===== config.mk =====
export PLATFORM = sky130hd
export DESIGN_NAME = pipe_front_ctrl
export DESIGN_NICKNAME = d
export VERILOG_FILES = /design/src/rtl/pipe_front_ctrl.sv
export SDC_FILE = /design/constraint.sdc
export NUM_CORES = 1
export LEC_CHECK = 0
export ABC_AREA = 1
export BUFFER_PORTS_ARGS = -buffer_cell sky130_fd_sc_hd__buf_2
export CAP_MARGIN = 5
export CORE_ASPECT_RATIO = 1.4
export CORE_MARGIN = 4
export CORE_UTILIZATION = 40
export CTS_CLUSTER_SIZE = 30
export DETAILED_ROUTE_END_ITERATION = 10
export GPL_TIMING_DRIVEN = 0
export PLACE_DENSITY = 0.64
export SLEW_MARGIN = 20
export SYNTH_ARGS = -nofsm -noshare
export SYNTH_HDL_FRONTEND = slang
export SYNTH_SLANG_ARGS = --single-unit
export TNS_END_PERCENT = 100

===== constraint.sdc =====
create_clock -name clk -period 2.2 [get_ports clk]
set_input_delay 0 -clock clk [delete_from_list [all_inputs] [get_ports clk]]
set_output_delay 0 -clock clk [all_outputs]
set_load 0.01 [all_outputs]

===== src/rtl/pipe_front_ctrl.sv =====
// Front-end pipeline control: PC register, IF/ID and ID/EX stage registers,
// bubble insertion on load-use stalls, squash on taken branch, plus diagnostics.
module pipe_front_ctrl (
   input  logic        clk,
   input  logic        rst_n,
   input  logic        stall,
   input  logic        pcwrite,
   input  logic        ifwrite,
   input  logic        flush,
   input  logic [31:0] branch_target,
   input  logic [31:0] instr_in,
   input  logic [8:0]  ctrl_in,
   input  logic [4:0]  rs_in,
   input  logic [4:0]  rt_in,
   output logic [31:0] pc_out,
   output logic [31:0] if_id_instr,
   output logic [31:0] if_id_pc4,
   output logic        if_id_valid,
   output logic [8:0]  id_ex_ctrl,
   output logic [4:0]  id_ex_rs,
   output logic [4:0]  id_ex_rt,
   output logic        id_ex_memread,
   output logic        id_ex_valid,
   output logic [15:0] stall_cnt,
   output logic        proto_err
);

   localparam int unsigned MEMREAD_BIT = 4;

   logic [31:0] pc_q, pc_d;
   logic [31:0] if_instr_q, if_instr_d;
   logic [31:0] if_pc4_q, if_pc4_d;
   logic        if_valid_q, if_valid_d;
   logic [8:0]  ex_ctrl_q, ex_ctrl_d;
   logic [4:0]  ex_rs_q, ex_rs_d;
   logic [4:0]  ex_rt_q, ex_rt_d;
   logic        ex_valid_q, ex_valid_d;
   logic [15:0] stall_cnt_q, stall_cnt_d;
   logic        proto_err_q, proto_err_d;

   logic [31:0] pc_plus4;
   logic        bubble;
   logic        stall_bubble;
   logic        handshake_bad;

   // PC+4 wraps naturally at 32 bits (0xFFFFFFFC -> 0).
   assign pc_plus4      = pc_q + 32'd4;
   assign bubble        = flush | stall;
   assign stall_bubble  = stall & ~flush;
   assign handshake_bad = stall & (pcwrite | ifwrite) & ~flush;

   always_comb begin
      pc_d = pc_q;
      if (flush) begin
         pc_d = branch_target;
      end else if (pcwrite) begin
         pc_d = pc_plus4;
      end
   end

   always_comb begin
      if_instr_d = if_instr_q;
      if_pc4_d   = if_pc4_q;
      if_valid_d = if_valid_q;
      if (flush) begin
         if_instr_d = '0;
         if_pc4_d   = '0;
         if_valid_d = 1'b0;
      end else if (ifwrite) begin
         if_instr_d = instr_in;
         if_pc4_d   = pc_plus4;
         if_valid_d = 1'b1;
      end
   end

   // A bubble is an all-zero control bundle; squash and stall look identical downstream.
   always_comb begin
      ex_ctrl_d  = ctrl_in;
      ex_rs_d    = rs_in;
      ex_rt_d    = rt_in;
      ex_valid_d = if_valid_q;
      if (bubble) begin
         ex_ctrl_d  = '0;
         ex_rs_d    = '0;
         ex_rt_d    = '0;
         ex_valid_d = 1'b0;
      end
   end

   always_comb begin
      stall_cnt_d = stall_cnt_q;
      if (stall_bubble && (stall_cnt_q != 16'hFFFF)) begin
         stall_cnt_d = stall_cnt_q + 16'd1;
      end
      proto_err_d = proto_err_q | handshake_bad;
   end

   always_ff @(posedge clk or negedge rst_n) begin
      if (!rst_n) begin
         pc_q        <= '0;
         if_instr_q  <= '0;
         if_pc4_q    <= '0;
         if_valid_q  <= 1'b0;
         ex_ctrl_q   <= '0;
         ex_rs_q     <= '0;
         ex_rt_q     <= '0;
         ex_valid_q  <= 1'b0;
         stall_cnt_q <= '0;
         proto_err_q <= 1'b0;
      end else begin
         pc_q        <= pc_d;
         if_instr_q  <= if_instr_d;
         if_pc4_q    <= if_pc4_d;
         if_valid_q  <= if_valid_d;
         ex_ctrl_q   <= ex_ctrl_d;
         ex_rs_q     <= ex_rs_d;
         ex_rt_q     <= ex_rt_d;
         ex_valid_q  <= ex_valid_d;
         stall_cnt_q <= stall_cnt_d;
         proto_err_q <= proto_err_d;
      end
   end

   assign pc_out        = pc_q;
   assign if_id_instr   = if_instr_q;
   assign if_id_pc4     = if_pc4_q;
   assign if_id_valid   = if_valid_q;
   assign id_ex_ctrl    = ex_ctrl_q;
   assign id_ex_rs      = ex_rs_q;
   assign id_ex_rt      = ex_rt_q;
   assign id_ex_memread = ex_ctrl_q[MEMREAD_BIT];
   assign id_ex_valid   = ex_valid_q;
   assign stall_cnt     = stall_cnt_q;
   assign proto_err     = proto_err_q;

endmodule


Word level (Yosys, flattened, before mapping)
Index checks and enable logic that the tools add are counted.
{"block": "classes", "n_bitwise": 7, "eq_ne": 1, "n_mux": 12, "n_reduce_logical": 3, "n_addsub": 2}
{"op": "two-way mux 32 bit", "n": 6}
{"op": "adder 32 x 3 -> 32 bit, second input constant", "n": 1}
{"op": "adder 16 x 1 -> 16 bit, second input constant", "n": 1}
{"op": "!= test 16 bit, second input constant", "n": 1}
{"op": "two-way mux 5 bit", "n": 2}
{"op": "two-way mux 9 bit", "n": 1}
{"op": "nonzero test 2 bit", "n": 2}
{"op": "AND 1 bit", "n": 3}
{"op": "two-way mux 1 bit", "n": 3}
{"op": "OR 1 bit", "n": 3}
{"op": "logical AND 1 bit", "n": 1}
{"op": "NOT 1 bit", "n": 1}
{"block": "word_totals", "ff_bits": 134, "output_inout_bits": 135}

Longest topological paths before layout
{"block": "depth", "ltp_word": 4, "depth_mapped": 10, "mapped_depth_nobuf": 10}

Least setup slack after synthesis
OpenSTA, ideal clock, no wires.
{"block": "synth_path", "path_kind": "register to register", "startpoint": "register stall_cnt_q[0], in the netlist stall_cnt[0]", "endpoint": "register stall_cnt_q[2], in the netlist stall_cnt[2]", "n_path_buf": 1, "t_arrival_ps": 1450, "required_time_ps": 2083, "path_slack_ps": 633, "period_less_slack_ps": 1567, "path_stages_with_launch": 10, "cell_sequence": "dfrtp_1 ha_1 nand3_1 nor2_2 nand3_1 nand2_2 inv_2 buf_6 nand3_1 nand2_1"}
{"block": "synth_between", "elab_chain_len": 2, "word_cells_on_any_way": 3, "cone_classes": "1 x add/sub; 1 x eq/ne; 1 x reduce/logical"}
{"item": "start, declared", "line_no": "38", "rtl": "logic [15:0] stall_cnt_q, stall_cnt_d;"}
{"item": "start signal, assigned", "line_no": "119", "rtl": "stall_cnt_q <= stall_cnt_d;"}
{"item": "parallel branches: the longest is 2 deep, another holds adder 16 x 1 -> 16 bit"}
Parallel ways; which one is timed is not known.
A chain may end at the register's enable or synchronous reset.

Worst setup path in the final report
Ends and elaborated chain as after synthesis.

==> metrics.sh <==
STATUS='completed'
DISTINCT_CELL_TYPE_COUNT_OF_THE_SYNTHESIZED_NETLIST=32
SYNTH_SEQ_AREA_SHARE=0.534
WORST-SLEW-PIN-TRANSITION_NS=0.612
AREA_GROWTH_PCT=45.8
TIMING_WORST_SETUP_PATH_TYPE='flop to flop'
SYN_AVG_CELL_AREA_UM2=8.87
POWER.NET_SWITCHING_mW=1.95
SYNTH.NET_COUNT=799
GRT_USAGE=0.233
WORST_HOLD_PATH_TYPE='input pin to flop'
TIMING_MAX_TRANSITION_VIOLATIONS_FINAL=0
POWER-PER-CELL-AREA_mW_PER_MM2=774
GP_CONGESTION=0.904
SLOWEST_STAGE='sky130_fd_sc_hd__dfrtp_1'
NETS=1126
AVGROUTEDWIREPERCELL_UM=16.3
CTS.SINKS=134
LOGIC_GATE_SHARE_OF_TOTAL_POWER=0.164
CTS_ROOT_BUF='sky130_fd_sc_hd__clkbuf_16'
NETLIST_AREA_MM2=0.00628
FLOORPLAN.DIE_AREA_MM2=0.0178
CTS_TREE='built'
TRITONCTS.NUM_BUFFERS=17
POWER.SHARE.CLOCK=0.428
PLEAK_nW=4.77
INITIAL_ANTENNA_VIOLATION_COUNT=1
FINAL_MIN_PERIOD_OVER_CLOCK_PERIOD=0.818
FINAL.HOLD.WORST_SLACK_NS=0.0211
WORST_SETUP_PATH_START_KIND='flop'
CORE_FOOTPRINT_MM2=0.0152
SETUP_TNS_NS=0
LAYOUT.CELLS.MOST_COMMON_LIST='237 x sky130_fd_sc_hd__buf_2, 192 x sky130_fd_sc_hd__nand2_1, 134 x sky130_fd_sc_hd__dfrtp_1'
CLOCK-SKEW-FINAL_NS=0.00986
GRT_OVERFLOW=0
DRTANTENNAVIOLNETS=0
PLACEMENT_ROWS=53
SYN_INST=708
RSZ0062_AT_GRT='no'
WIRE_LENGTH_OF_THE_FIRST_GLOBAL_ROUTING_PASS_UM=32600
CTS.PATH.MAX_BUFFERS=2
INTERNAL_POWER_CONTRIBUTION_mW=5.14
POSTCTSSETUPBUFFERS=0
PORT_BUFFERS=221
POSTROUTEWIRELENGTH_UM=20200
SYNTH.FF_LATCH_COUNT=134
PERIOD_MINUS_SLACK_NS=1.80
FINAL-SEQ-AREA_MM2=0.00335
TIMING.CRITICAL_PATH.SLOWEST_CELL_DELAY_NS=0.44
CP-END-KIND='flop'
STARTING_DENSITY_OF_THE_CORE=0.414
CLK_LATENCY_NS=0.42
FILLCELLCOUNT=1392
POST_DP_CELL_AREA_MM2=0.00766
WORST_PATH_DOMINANT_CELL_FAMILY='simple AND/OR/NAND/NOR gates'
POST-ROUTE-CELL-AREA_MM2=0.00916
POWER.SHARE.SWITCHING=0.275
MAX-SLEW-MARGIN-REL=0.592
DRV_CAP=0
VIAS=6169
DRC=0
PIN_COUNT_OF_THE_BIGGEST_NET_ENTERING_GLOBAL_ROUTING=79
PATH_CELLS='ha_1, nand3_1, nor2_2, nand3_1, nand2_2, inv_2, buf_6, nand3_1, nand2_1'
CTS_MAX_LEVEL=4
MULTIINPUTGATEAREA_MM2=0.00254
CP_MAX_FO=10
POST-DP-HPWL_UM=14500
FINAL_LAYOUT_SIZE_SUFFIX_GT1_FRAC=0.293
CRITICAL_PATH_REQUIRED_NS=2.51
CRITPATHBUFINV=2
GRT_PASS1_VIAS=6402
FMAXACHIEVABLE_GHz=0.556
TOP_LEVEL_PORTS=224
DRT_ITER0_MARKERS=316
CLK_TRANSITION_REPORTED_PATHS_NS=0.06
SEQ_POWER_SHARE=0.408
MOSTFREQUENTLAYOUTCELL='sky130_fd_sc_hd__buf_2'
CRITICAL-PATH-TOP-CELL-BY-COUNT='sky130_fd_sc_hd__nand3_1'
X_DIMENSION_OF_THE_DIE_UM=114
DETAILEDROUTE.FIRSTPASSITERATIONCOUNT=4
YOSYS_WARNINGS=0
AVGVIACOUNTPERCELL=4.98
FINALSETUPVIOLATIONS=0
WORST-ENDPOINT-ARRIVAL_NS=2.11
DIE_HEIGHT_UM=156
HOLD_VIOLATIONS=0
VDD_IR_DROP_MAX_mV=0.536
layout make-up:
class                           count  share of cell area
Inverter                           63              0.0258
Timing Repair Buffer              308               0.219
Clock buffer                       19              0.0495
Buffer                             31              0.0167
Sequential cell                   134               0.366
Tap cell                          192              0.0262
Antenna cell                        1            0.000273
Clock inverter                     12              0.0193
Multi-Input combinational cell    480               0.277
timing repair:
action / 4_1_cts / 5_1_grt
endpoints found under the hold margin: 224 / 0
hold buffers: 86 / 0
gates resized for setup: 0 / 0
registers in the layout, indices dropped and copies added, names as in the netlist:
| name | flops |
|---|---|
| if_id_instr | 32 |
| if_id_pc4 | 32 |
| pc_out | 32 |
| stall_cnt | 16 |
| id_ex_ctrl | 9 |
| id_ex_rs | 5 |
| id_ex_rt | 5 |
| id_ex_valid | 1 |
| if_id_valid | 1 |
| proto_err | 1 |
path summary, 6_finish.rpt:
check / slack, ns / from / cells after the start / endpoint
min: 0.02 / flush / 4 / proto_err$_DFF_PN0_
max reg2reg: 0.40 / stall_cnt[0]$_DFFE_PN0P_ / 9 / stall_cnt[2]$_DFFE_PN0P_
max in group asynchronous: 1.39 / rst_n / 3 / if_id_instr[12]$_DFFE_PN0P_
max: 0.40 / stall_cnt[0]$_DFFE_PN0P_ / 9 / stall_cnt[2]$_DFFE_PN0P_
min in group asynchronous: 0.08 / rst_n / 2 / stall_cnt[9]$_DFFE_PN0P_
min reg2reg: 0.47 / proto_err$_DFF_PN0_ / 2 / proto_err$_DFF_PN0_
Yosys cell counts, drive strengths merged:
cell type    n  share of area
buf         21          0.018
a22oi       28          0.033
nand3       32          0.026
o211ai       1         0.0012
xor2        11          0.018
nand3b       1         0.0012
nor3         9         0.0072
nand4       28          0.028
o21ai       43          0.037
o21bai       4         0.0048
nand2      200           0.12
clkinv       1        0.00060
xnor2        6         0.0084
and2         3         0.0030
a21oi        5         0.0040
nor2        75          0.060
ha           2         0.0040
inv         62          0.037
dfrtp      134           0.53
clkbuf      10         0.0060
a22o        32          0.045
power by group through the flow:
stage / Sequential (mW) / Combinational (mW) / Clock, mW
floorplan: 3.00 / 0.458 / 0
global placement: 2.93 / 1.03 / 0
detailed placement: 2.93 / 1.05 / 0
CTS: 2.89 / 1.18 / 3.08
global route: 2.93 / 1.30 / 3.17
finish: 2.89 / 1.16 / 3.03
metal layers:
layer,global-route usage,routed length [um],vias up
li1,-,-,3005
met1,0.281,8330,2929
met2,0.417,10300,200
met3,0.0433,1090,35
met4,0.0753,459,0
met5,0,0,-
per-stage QoR:
stage | setup slack [ns] | power, mW | utilization | instances
global placement | -0.761 | 3.96 | 0.502 | 1121
floorplan | 0.633 | 3.46 | - | 708
finish | 0.400 | 7.09 | 0.603 | 1240
global route | 0.203 | 7.40 | 0.603 | 1240
CTS | 0.383 | 7.15 | 0.603 | 1239
detailed placement | 0.412 | 3.98 | 0.505 | 1122
worst register-to-register path, cell delays in order (launching register included):
cell and delay [ns]:
sky130_fd_sc_hd__dfrtp_1 0.44, sky130_fd_sc_hd__ha_1 0.25, sky130_fd_sc_hd__nand3_1 0.21, sky130_fd_sc_hd__nor2_2 0.21, sky130_fd_sc_hd__nand3_1 0.10, sky130_fd_sc_hd__nand2_2 0.10
sky130_fd_sc_hd__inv_2 0.10, sky130_fd_sc_hd__buf_6 0.17, sky130_fd_sc_hd__nand3_1 0.07, sky130_fd_sc_hd__nand2_1 0.05
logic make-up after synthesis:
group / synth area share
AND/OR/NAND/NOR: 0.249
flip-flops: 0.534
AO/OA/AOI/OAI: 0.125
buffers and inverters: 0.0620
XOR/XNOR: 0.0261
adder cells (fa/ha/maj): 0.00398
No activity file was read; power rests on OpenSTA's default activity.
